$ cat config.mk
export PLATFORM = sky130hd
export DESIGN_NAME = fpnew_slice_result_arbiter
export DESIGN_NICKNAME = d
export VERILOG_FILES = /design/src/rtl/fpnew_slice_result_arbiter.sv
export SDC_FILE = /design/constraint.sdc
export NUM_CORES = 1
export LEC_CHECK = 0
export BUFFER_PORTS_ARGS = -buffer_cell sky130_fd_sc_hd__buf_2
export CAP_MARGIN = 20
export CORE_AREA = 2 2 159 161
export DETAILED_ROUTE_END_ITERATION = 16
export DIE_AREA = 0 0 161 163
export PLACE_DENSITY = 0.48
export SLEW_MARGIN = 20
export SYNTH_ARGS = -nofsm -noshare
export SYNTH_HDL_FRONTEND = slang
export SYNTH_SLANG_ARGS = --single-unit
$ cat constraint.sdc
create_clock -name clk_i -period 3.95 [get_ports clk_i]
set_input_delay 0.395 -clock clk_i [delete_from_list [all_inputs] [get_ports clk_i]]
set_output_delay 0.395 -clock clk_i [all_outputs]
set_load 0.02 [all_outputs]
$ cat src/rtl/fpnew_slice_result_arbiter.sv
// fpnew_slice_result_arbiter: round-robin merge of per-format slice results into one registered output
module fpnew_slice_result_arbiter #(
  parameter int NUM_INPUTS = 4,
  parameter int WIDTH      = 64,
  parameter int TAG_WIDTH  = 8,
  localparam int PW        = $clog2(NUM_INPUTS)
) (
  input  logic                            clk_i,
  input  logic                            rst_i,
  input  logic [NUM_INPUTS-1:0]           in_valid_i,
  output logic [NUM_INPUTS-1:0]           in_ready_o,
  input  logic [NUM_INPUTS*WIDTH-1:0]     in_result_i,
  input  logic [NUM_INPUTS*5-1:0]         in_status_i,
  input  logic [NUM_INPUTS-1:0]           in_ext_bit_i,
  input  logic [NUM_INPUTS*TAG_WIDTH-1:0] in_tag_i,
  input  logic                            flush_i,
  output logic                            out_valid_o,
  input  logic                            out_ready_i,
  output logic [WIDTH-1:0]                result_o,
  output logic [4:0]                      status_o,
  output logic                            extension_bit_o,
  output logic [TAG_WIDTH-1:0]            tag_o,
  output logic [PW-1:0]                   out_src_o,
  output logic                            busy_o
);
  logic [PW-1:0] ptr, g, c;
  logic          any_valid, slot_free, accept;
  assign any_valid = |in_valid_i;
  assign slot_free = !out_valid_o || out_ready_i;
  assign accept    = slot_free && !flush_i && !rst_i && any_valid;
  assign busy_o    = out_valid_o || any_valid;
  // scan from ptr+N-1 down to ptr so the first valid index at or after ptr wins
  always_comb begin
    g = '0;
    c = '0;
    for (int k = NUM_INPUTS - 1; k >= 0; k--) begin
      c = PW'((int'(ptr) + k) % NUM_INPUTS);
      if (in_valid_i[c]) g = c;
    end
  end
  // only the winner is told it was taken, and only when the slot can load
  always_comb begin
    in_ready_o = '0;
    if (accept) in_ready_o[g] = 1'b1;
  end
  // output register and rotating priority pointer
  always_ff @(posedge clk_i) begin
    if (rst_i) begin
      out_valid_o     <= 1'b0;
      ptr             <= '0;
      result_o        <= '0;
      status_o        <= '0;
      extension_bit_o <= 1'b0;
      tag_o           <= '0;
      out_src_o       <= '0;
    end else if (flush_i) begin
      out_valid_o <= 1'b0;
    end else if (slot_free) begin
      out_valid_o <= any_valid;
      if (any_valid) begin
        result_o        <= in_result_i[int'(g)*WIDTH +: WIDTH];
        status_o        <= in_status_i[int'(g)*5 +: 5];
        extension_bit_o <= in_ext_bit_i[g];
        tag_o           <= in_tag_i[int'(g)*TAG_WIDTH +: TAG_WIDTH];
        out_src_o       <= g;
        ptr             <= (g == PW'(NUM_INPUTS - 1)) ? '0 : g + 1'b1;
      end
    end
  end
endmodule

==> results.txt, run 1 <==
The clock net sink count came out at 83. The most critical setup path has its startpoint at out_valid_o. The smallest setup slack after layout is 1330 ps. Summed over all cells, the static leakage comes to 4.03 nW.

Core utilization of the finished layout: 29.3%. The run gives 13.5 mm as the sum of net half-perimeters after detailed placement. TritonCTS built the clock tree. The most area-hungry cell type in the Yosys netlist was dfxtp_1.

The number of antenna diodes came out at 0. The critical path class was reg -> out. The tools report the fill cell total of the finished layout as 2,662.

Sequential elements use 35.2% of the synthesized area. The worst path uses 66.3% of the clock period. The worst register-to-register path begins at out_valid_o. The xor-xnor portion of the synthesized cell area is 0%. The tools report the distinct cell type count after synthesis as 25.

The slowest stage cell on the critical path was nor4_1. The number of nets in the synthesized netlist is 796. The pre-CTS setup slack was 1240 ps; the shortest period the worst path allows was 2620 ps. The type of origin of the critical path is a flop. The number of top-level design ports is 406. Counting flops and latches in the post-synthesis netlist gives 83. The peak fanout along the critical path is 46, and the wire length of the first global-routing pass is 26.1 mm. For the multi-input combinational cell area, the log shows 0.00278 sq mm. The placeable core area was 0.0247 sq mm; the total count of hold-check failures in the final report was 0. Buffers inserted to repair hold after CTS numbered 0. The die covers 0.0262 sq mm. In the synthesized netlist, the number of instances is 475.

The clock-pin transition on the worst setup and hold timing paths works out to 60 ps. The run gives 3 as the number of H-tree levels. Using the TritonRoute via totals, the vias-per-cell ratio works out to 4.29. The synthesized netlist devotes 15.1% of its cell area to compound gates.

The area taken by flip-flops and latches is 0.00166 sq mm, and the number of enable-type register cells in the synthesized netlist is 0. The total clock buffers created by CTS is 9, and the max-slew violation count is 0. After synthesis, the largest family of logic cells by area is multiplexers.

For the final count of negative-setup-slack endpoints, the log shows 0. The post-synthesis instance area is 0.00472 sq mm. The critical path's top delay family is simple AND/OR/NAND/NOR gates.

The number of cells on the critical path came out at 5. The most critical setup path has its endpoint at in_ready_o[0]. Counting cells, the worst reg-to-reg path comes to 5.

In the final routed layout, each cell accounts on average for 14.8 um. By area the synthesized netlist is led by dfxtp_1, mux2i_1, o221ai_1. For the remaining antenna violation count after routing, the log shows 0. The pin count of the biggest net entering global routing is 82, and the fraction of the mapped netlist area in adder cells is 0.265%. Initial antenna violation count: 0. Post-CTS repair changed the size of 0 cells. The endpoint identified for the worst register-to-register timing path is result_o[30]. Of the post-synthesis cell area, the part taken by muxes is 33.7%. The post-synthesis share of cell area spent on and, or, nand and nor gates is 9.39%, and the remaining routing DRC violations is 0. The final-stage net count is 1,174, and the total power after layout is 2.74 mW.

The floorplan step set the die width to 161 um. Count of port buffers added during placement: 405. The iteration-0 DRC count of the detailed router was 240; the worst voltage drop across the vdd grid was 0.132 mV. The run gives 52.4% as the worst-case headroom to the max-slew limit.

In this run the power density over the cells is 379 mW/mm^2. The synthesis-to-layout area growth was 53.2%; the fraction of synthesis flops using an asynchronous set or reset pin was 0%. The run finished with clean final reports. Setup slack on the worst reg-to-reg path comes out at 1720 ps. After floorplanning, the core was divided into 58 placement rows. On the worst path, the slowest cell contributes a delay of 520 ps.

Adding up every negative setup slack in the final design gives 0 ps. Max-cap violations in this run came to 0. The per-instance average area after synthesis works out to 9.93 sq um.

The share of Yosys cell area claimed by the top area cell type is 35.2%. The most frequently used flop master after synthesis was dfxtp_1. The worst clock skew is 8.20 ps, and the via count is 5,094.

The tightest min-delay check is of the in -> reg type. After global routing the overflow that remains totals 0. After detailed routing, the total wire length is 17.6 mm. Setup repair after global routing left no endpoint under its margin.

Clock latency on the worst-skew pair, taken at its later pin, is 340 ps. The data required time of the critical path is 3560 ps. Static timing analysis puts the maximum clock frequency at 0.382 GHz. Global routing consumed, over all layers together, 12.7% of the routing resources. The post-route netlist has 50.2% of its cells at a drive strength greater than 1. Yosys printed 0 warnings. Maximum clock insertion buffer count: 2. For this run, the detailed router's first-pass iteration total came to 4. The transition time at the pin with the least slew margin came out at 707 ps. The worst setup path is captured at an output port. The combined buffer and inverter count along the critical path works out to 1. The critical path goes through nor2b_1 > nor4_1 > nand2b_4 > nor2_1 > buf_2.

The congestion estimate from routability-driven global placement came to 0.790. At the worst endpoint, the arrival time is 2220 ps. The commonest cells after synthesis are mux2i_1, dfxtp_1, nand2_1. In this run the vertical extent of the chip is 163 um.

The via count of the first global-routing pass is 4,876. The number of setup buffers added after CTS came out at 0. The cell at the root of the clock tree was clkbuf_16. For this configuration, the core starts out at a cell density of 19.1%. Yosys instantiated no cell more often than mux2i_1.
## per-layer routing
metal / track usage [%] / up-vias / routed length, um
met1: 13.9 / 2277 / 6800
met5: 0 / - / 0
li1: - / 2558 / -
met3: 3.95 / 9 / 1550
met4: 3.13 / 0 / 192
met2: 23.9 / 250 / 9050
## cell families (layout without fill, tap and decap cells)
kind of cell    count (synthesis)  in the layout
compound gates                 82             82
simple gates                  105            105
buf+inv                        45            427
fa+ha+maj                       1              1
flops                          83             83
mux                           159            159
## flip-flops by register name, indices dropped and copies added (netlist names)
name             cells
ptr                  2
extension_bit_o      1
out_src_o            2
result_o            64
status_o             5
out_valid_o          1
tag_o                8
## cells in the final DEF (no fill, tap or decap), types with 3 or more instances in the layout
cell type and n:
buf_2 405, mux2i_1 159, dfxtp_1 83, nand2_1 78, o221ai_1 78, nor2_1 9
clkbuf_16 9, nor2b_1 5, nand2b_1 3, buf_4 3, buf_12 3
## power breakdown
part	internal [mW]	switching, mW	total, mW
logic	0.437	0.523	0.960
clock network	0.424	0.362	0.786
registers	0.941	0.0495	0.991
## metrics by stage
stage / cells / hold slack, ps / instance area, sq um
after floorplan: 475 / 474 / 4720
after global placement: 1172 / 438 / 6970
after detailed placement: 1172 / 441 / 6970
after CTS: 1187 / 245 / 7230
after global routing: 1187 / 247 / 7230
final: 1187 / 265 / 7230
## area by class of cell
class	instances	area share (%)
clock buffer	11	3.22
multi-input combinational	347	38.4
timing repair buffer	411	29.2
inverter	1	0.0519
clock inverter	4	0.398
sequential	83	23.0
tap	330	5.71
## worst min-delay path by stage
stage	from	slack (ps)	end	cells past startpoint
final	flush_i	270	out_valid_o	2
after global routing	flush_i	250	out_valid_o	2
after CTS	flush_i	240	out_valid_o	2
after detailed placement	result_o[23]	440	result_o[23]	2
after global placement	result_o[61]	440	result_o[61]	2
after floorplan	flush_i	470	out_valid_o	1
Power figures use the tool's default switching activity.
==> inputs of run 2 (changes only) <==
- CORE_AREA: 2 2 159 161 -> 2 2 156 158
- DIE_AREA: 0 0 161 163 -> 0 0 158 160
- PLACE_DENSITY: 0.48 -> 0.5
- clock period: 3.95 -> 2.53 ns (I/O delays scaled with it)
==> run 2 against run 1 <==
Compared with the run above:
- sequential cell count did not move
- hold slack worse by 150 ps
- clock skew is 1.1 ps higher
- setup slack lost 1200 ps
- combinational power increased by 59%
- via count increased by 1.6%
- die area fell by 3.7%
- sequential power increased by 57%
- utilization grew 1.7 points
- non-clock buffer count increased by 8
- final cell count rose by 0.25%
- clock-buffer cell count fell by 1
==> results.txt, run 2 (synthesis results as in run 1) <==
The die covers 0.0253 sq mm. Hold repair after CTS inserted 0 buffers. Placeable core area: 0.0238 sq mm. The transition time at the pin with the least slew margin is 657 ps, and the cell leakage power is 4.12 nW. The filler cells instantiated in the layout total 2,610. Synthesis-to-layout area growth: 56.7%.

Along the worst path, the maximum fanout reaches 27. 406 I/O pins were placed. The run finished with clean final reports. In the global route stage, overall resource usage came out at 13.8%. The final count of negative-setup-slack endpoints is 0. STA puts the critical path data arrival time at 2140 ps.

The global placement routability congestion is 0.763. The tool flagged a number of max-cap violations equal to 0. Count of port buffers added during placement: 405. The multi-input combinational cell area came out at 0.00278 sq mm. The most common library cell in the layout ignoring fill and taps was buf_2. The tools report the data required time of the critical path as 2280 ps. The wire length of the first global-routing pass came out at 26.8 mm. Once detail routing completed, the nets flagged for antenna violations numbered 0. Leaving out fill and tap cells, the most frequent cells in the layout are buf_2, mux2i_1, dfxtp_1. The clock arrives with 9.26 ps of skew. After detailed placement, the total cell area comes to 0.00706 sq mm.

The tightest min-delay check is of the in -> reg type. After clock tree synthesis, the clock-pin slew on the worst setup and hold paths is 70 ps. The tools report the maximum clock insertion buffer count as 2.

The total power per unit cell area is 623 mW/mm^2. The tools report the initial antenna violation count as 1. The worst path needs 2390 ps of the cycle, external delays included.

Clock tree synthesis found a total of 83 sinks. In the routed design, unresolved DRC markers number 0. For this run, the post-layout net count is 1,182. The critical path class was reg -> out. Static timing analysis puts the maximum clock frequency at 0.419 GHz. At the end of the flow the core is filled with cells to 31.0%.

The logs give 79 for the pin count of the biggest net entering global routing and 9 for the total clock buffers created by CTS. For the number of H-tree levels, the log shows 3. The tools report the clock insertion delay at the later pin of the skew report as 340 ps. The cell row count is 57. The via count of the first global-routing pass is 4,989.

After detailed routing, the average wire length per cell comes to 15.7 um. The tools report the worst-case headroom to the max-slew limit as 56.0%. In the final timing run, aggregate negative setup slack is 0 ps. In the final layout, the registers with the most flip-flops are result_o x64, tag_o x8, status_o x5.

For the worst flop-to-flop path, the logic depth is 6. For the max-slew violation count, the log shows 0. TritonCTS built the clock tree. In the final layout, the share of cells above drive strength 1 is 50.8%. Once detailed placement completed, the half-perimeter wirelength came to 14.4 mm. The post-cts resize count was 0. The total count of hold-check failures in the final report was 0; the iteration-0 DRC count of the detailed router was 135.

Setup repair after global routing left no endpoint under its margin. The tools report the number of setup buffers added after CTS as 0. The starting utilization of the core area is 19.8%. Counting instances, the worst hold path has a depth of 2. The cell at the root of the clock tree is clkbuf_16.

The final period utilization is 94.4%. The post-layout instance area came out at 0.00739 sq mm. After detailed routing, the number of vias per cell comes to 4.35. Measured along the y axis, the die boundary spans 160 um. STA classifies the critical path startpoint as a flop. The flip-flop count of the largest register, all copies and words added was 64. The run gives 0 as the total overflow reported by the global router.

Across all layers, the routed design uses 5,176 vias. The worst voltage drop across the vdd grid came out at 0.229 mV. The type of destination of the critical path was an output port. Registers take 0.00166 sq mm.

In this run the horizontal extent of the chip is 158 um. The tools report the count of TritonRoute iterations in the first routing pass as 6. Wires add up to 18.7 mm.

Counting flops per register, the top entry is result_o.
[run 2: per-stage QoR]
step | setup WS (ps) | total power, mW | hold slack (ps) | instances
after floorplan | 441 | 2.57 | 332 | 475
after global placement | 271 | 3.14 | 442 | 1174
after detailed placement | 272 | 3.14 | 442 | 1174
after CTS | 96.7 | 4.73 | 95.6 | 1189
after global routing | 26.3 | 4.89 | 114 | 1190
final | 141 | 4.61 | 117 | 1190
[run 2: power by group]
group          leakage [nW]  switching (mW)  internal [mW]
clock                 0.159           0.563          0.959
combinational          3.28           0.827          0.703
sequential            0.683          0.0860           1.47
[run 2: area by class of cell]
type                            instances  area share [%]
Multi-Input combinational cell        347            37.6
Tap cell                              324            5.49
Antenna cell                            1          0.0339
Clock inverter                          5            1.39
Timing Repair Buffer                  419            29.9
Inverter                                1          0.0508
Sequential cell                        83            22.5
Clock buffer                           10            3.10
[run 2: critical path: stages, from the launching register on]
cell	delay, ps
dfxtp_1	370
nor2b_1	70
or4_1	460
and2_4	290
inv_2	150
ha_1	140
and3b_1	150
buf_2	160
[run 2: worst paths after layout]
| path | startpoint | to | slack [ps] |
|---|---|---|---|
| worst max-delay path | ptr[0] | in_ready_o[3] | 140 |
| worst min register to register | result_o[22] | result_o[22] | 460 |
| worst max register to register | ptr[0] | result_o[2] | 480 |
| worst min-delay path | flush_i | out_valid_o | 120 |
[run 2: layer usage]
| layer | share of wire, % | global-route usage, % | vias up | routed length (um) |
|---|---|---|---|---|
| li1 | - | - | 2577 | - |
| met1 | 40 | 15.7 | 2351 | 7490 |
| met2 | 51 | 25.6 | 240 | 9540 |
| met3 | 8.0 | 3.55 | 8 | 1490 |
| met4 | 0.75 | 3.19 | 0 | 140 |
| met5 | 0 | 0 | - | 0 |
==> inputs of run 3 (changes only) <==
- CORE_AREA: 2 2 156 158 -> 3 3 157 159
- CTS_CLUSTER_SIZE: unset -> 40
- DIE_AREA: 0 0 158 160 -> 0 0 160 162
==> run 3 against run 2 <==
Compared with the run above:
- clock power down 16%
- sequential power about the same
- total power down 4.7%
- clock-buffer cell count up 1
- sequential share of layout area down 0.053 points
- critical path depth down 1
- die area up 2.5%
- global-route usage up 0.35 points
- fmax up 0.43%
- clock skew about the same
==> results.txt, run 3 (synthesis results as in run 1) <==
At the worst endpoint, the required time is 2280 ps. The via count of the first global-routing pass is 5,200, and the total global-route track usage is 14.2%. The tightest min-delay check is of the in -> reg type. The average wire per cell in the routed design is 16.4 um, and the number of hold buffers added after cts is 0.

The longest clock path from root to sink contains 2 buffers. The detail-routed via count per cell is 4.35. The tools report the final-stage net count as 1,192. Counting flops per register, the top entry is result_o. Counting cells, the worst reg-to-reg path comes to 6. The clock network is responsible for 28.8% of the overall power. Max-cap violations in this run came to 0. The placed instances occupy a cell area of 0.00714 sq mm.

Of the total power, the share spent switching nets is 34.2%. Worst-case headroom to the max-slew limit: 54.3%. In this run the worst setup path begins at ptr[1]. Before antenna repair, the detailed router went through 4 iterations. For the global placement routability congestion, the log shows 0.782.

The run gives 15.3 mm as the sum of net half-perimeters after detailed placement. The top cell types in the final layout, fill and taps aside, are buf_2, mux2i_1, dfxtp_1. The wire length of the first global-routing pass is 29.2 mm, and the worst clock skew is 9.16 ps.

For this design the ratio of total power to cell area is 593 mW/mm^2. The number of setup buffers added after CTS is 0. For this design, the sink count on the clock tree is 83. The tools report the type of destination of the critical path as an output port. The post-route netlist has 51.3% of its cells at a drive strength greater than 1. The total overflow reported by the global router was 0.

The run finished with clean final reports. 406 I/O pins were placed. Of all nets on the critical path, the largest fanout is 27. In this run the critical register-to-register path is launched from ptr[0].

By startpoint and endpoint, the worst setup path is classified as reg -> out. For the initial antenna violation count, the log shows 1. The critical path crosses 6 cells after its start point.

In this run the standard cell core region covers 0.0234 sq mm. For this design the static power due to leakage is 4.14 nW. The number of antenna diodes came out at 0.

The tightest hold path in the finished design has a slack of 117 ps. The final critical path takes up 94.0% of the cycle. Post-CTS repair changed the size of 0 cells.

The synthesis-to-layout area growth came out at 57.1%. The capturing element of the worst setup path is in_ready_o[3]. The critical path goes through or4_1 > and2_4 > inv_2 > ha_1 > and3b_1 > buf_2. The worst setup path is launched from a flop. Data arrives at the worst endpoint at 2130 ps. Counting the buffers created by CTS gives 9.

Per report_power, the combinational group accounts for 35.9% of the total. Once detail routing completed, the nets flagged for antenna violations numbered 0. The vertical die dimension works out to 162 um. The flip-flop count of the largest register, all copies and words added was 64; the clock-pin transition on the worst setup and hold timing paths was 70 ps. The horizontal extent of the die works out to 160 um. The tools report the endpoint of the lowest-slack register-to-register path as result_o[58].

The run gives 19.5 mm as the total length of routed wires. TritonCTS built the clock tree. The largest registers in the layout are result_o x64, tag_o x8, status_o x5. The total die area was 0.0259 sq mm. Most common library cell in the layout ignoring fill and taps: buf_2. On the worst path, the slowest cell contributes a delay of 520 ps.

Once the floorplan was initialized, standard cells occupied 20.2% of the core. Setup repair after global routing left no endpoint under its margin. The later pin in the worst-skew pair is clocked with a latency of 340 ps. For the total count of hold-check failures in the final report, the log shows 0. Sequential group share of total power: 35.3%.

The largest individual stage delay along the critical path comes from the cell or4_1. For the final routed database, the setup TNS stands at 0 ps. The count of port buffers added during placement is 405, and the transition time at the pin with the least slew margin is 679 ps.

For the final count of negative-setup-slack endpoints, the log shows 0. The critical path's top delay family was simple AND/OR/NAND/NOR gates. For this run, the top clock speed supported by timing is 0.420 GHz. Setup slack on the worst reg-to-reg path comes out at 530 ps. Internal power comes to 2.89 mW. The remaining routing DRC violations was 0; the switching component of the power was 1.50 mW.

Entering global routing, the biggest net connects 49 pins. The max-slew violation count came out at 0. The run gives 56 as the cell row count.

The tools report the cell at the root of the clock tree as clkbuf_16. CTS built an H-tree with a depth of 3. The detailed router finished its first iteration with 185 violations. IR analysis of the VDD net gives a maximum drop of 0.250 mV.

The combined buffer and inverter count along the critical path works out to 2. Once layout is done, the placed cells without fillers occupy 0.00741 sq mm. Across all layers, the routed design uses 5,193 vias. The shortest period the worst path allows is 2380 ps.
[run 3: final cells by class]
| class | count | area (sq um) |
|---|---|---|
| well taps | 319 | 399 |
| flip-flops and latches | 83 | 1660 |
| clock buffers | 11 | 243 |
| inverters | 1 | 3.75 |
| clock inverters | 4 | 27.5 |
| repair buffers | 429 | 2290 |
| multi-input cells | 347 | 2780 |
| fillers | 2550 | 16000 |
[run 3: power groups by stage]
stage                     Combinational, mW  Clock (mW)  Sequential [mW]
final                                  1.58        1.27             1.55
after global routing                   1.70        1.37             1.57
after CTS                              1.60        1.33             1.55
after detailed placement               1.60           0             1.57
after global placement                 1.60           0             1.58
after floorplan                       0.799           0             1.77
[run 3: per-stage QoR]
step           worst slack (ps)  total power [mW]  std cells  util, %
6_report                    151              4.39       1194     31.7
5_1_grt                    33.9              4.64       1194     31.7
4_1_cts                     107              4.48       1194     31.7
3_5_place_dp                384              3.17       1179     30.5
3_3_place_gp                408              3.17       1179     30.5
2_1_floorplan               441              2.57        475        -
[run 3: metal layers]
| metal | track usage, % | part of all wire [%] | vias up | wire (um) |
|---|---|---|---|---|
| met5 | 0 | 0.067 | - | 13 |
| met4 | 5.01 | 1.9 | 2 | 367 |
| met3 | 3.47 | 7.8 | 19 | 1520 |
| met2 | 25.9 | 50 | 243 | 9860 |
| met1 | 16.1 | 40 | 2323 | 7770 |
| li1 | - | - | 2606 | - |
[run 3: worst min-delay path by stage]
stage               slack, ps  cells after the start          from      endpoint
finish                    120                      2       flush_i   out_valid_o
detailed placement        440                      2  result_o[39]  result_o[39]
CTS                        90                      2       flush_i   out_valid_o
floorplan                 330                      1       flush_i   out_valid_o
global placement          440                      2  result_o[26]  result_o[26]
global route              120                      2       flush_i   out_valid_o
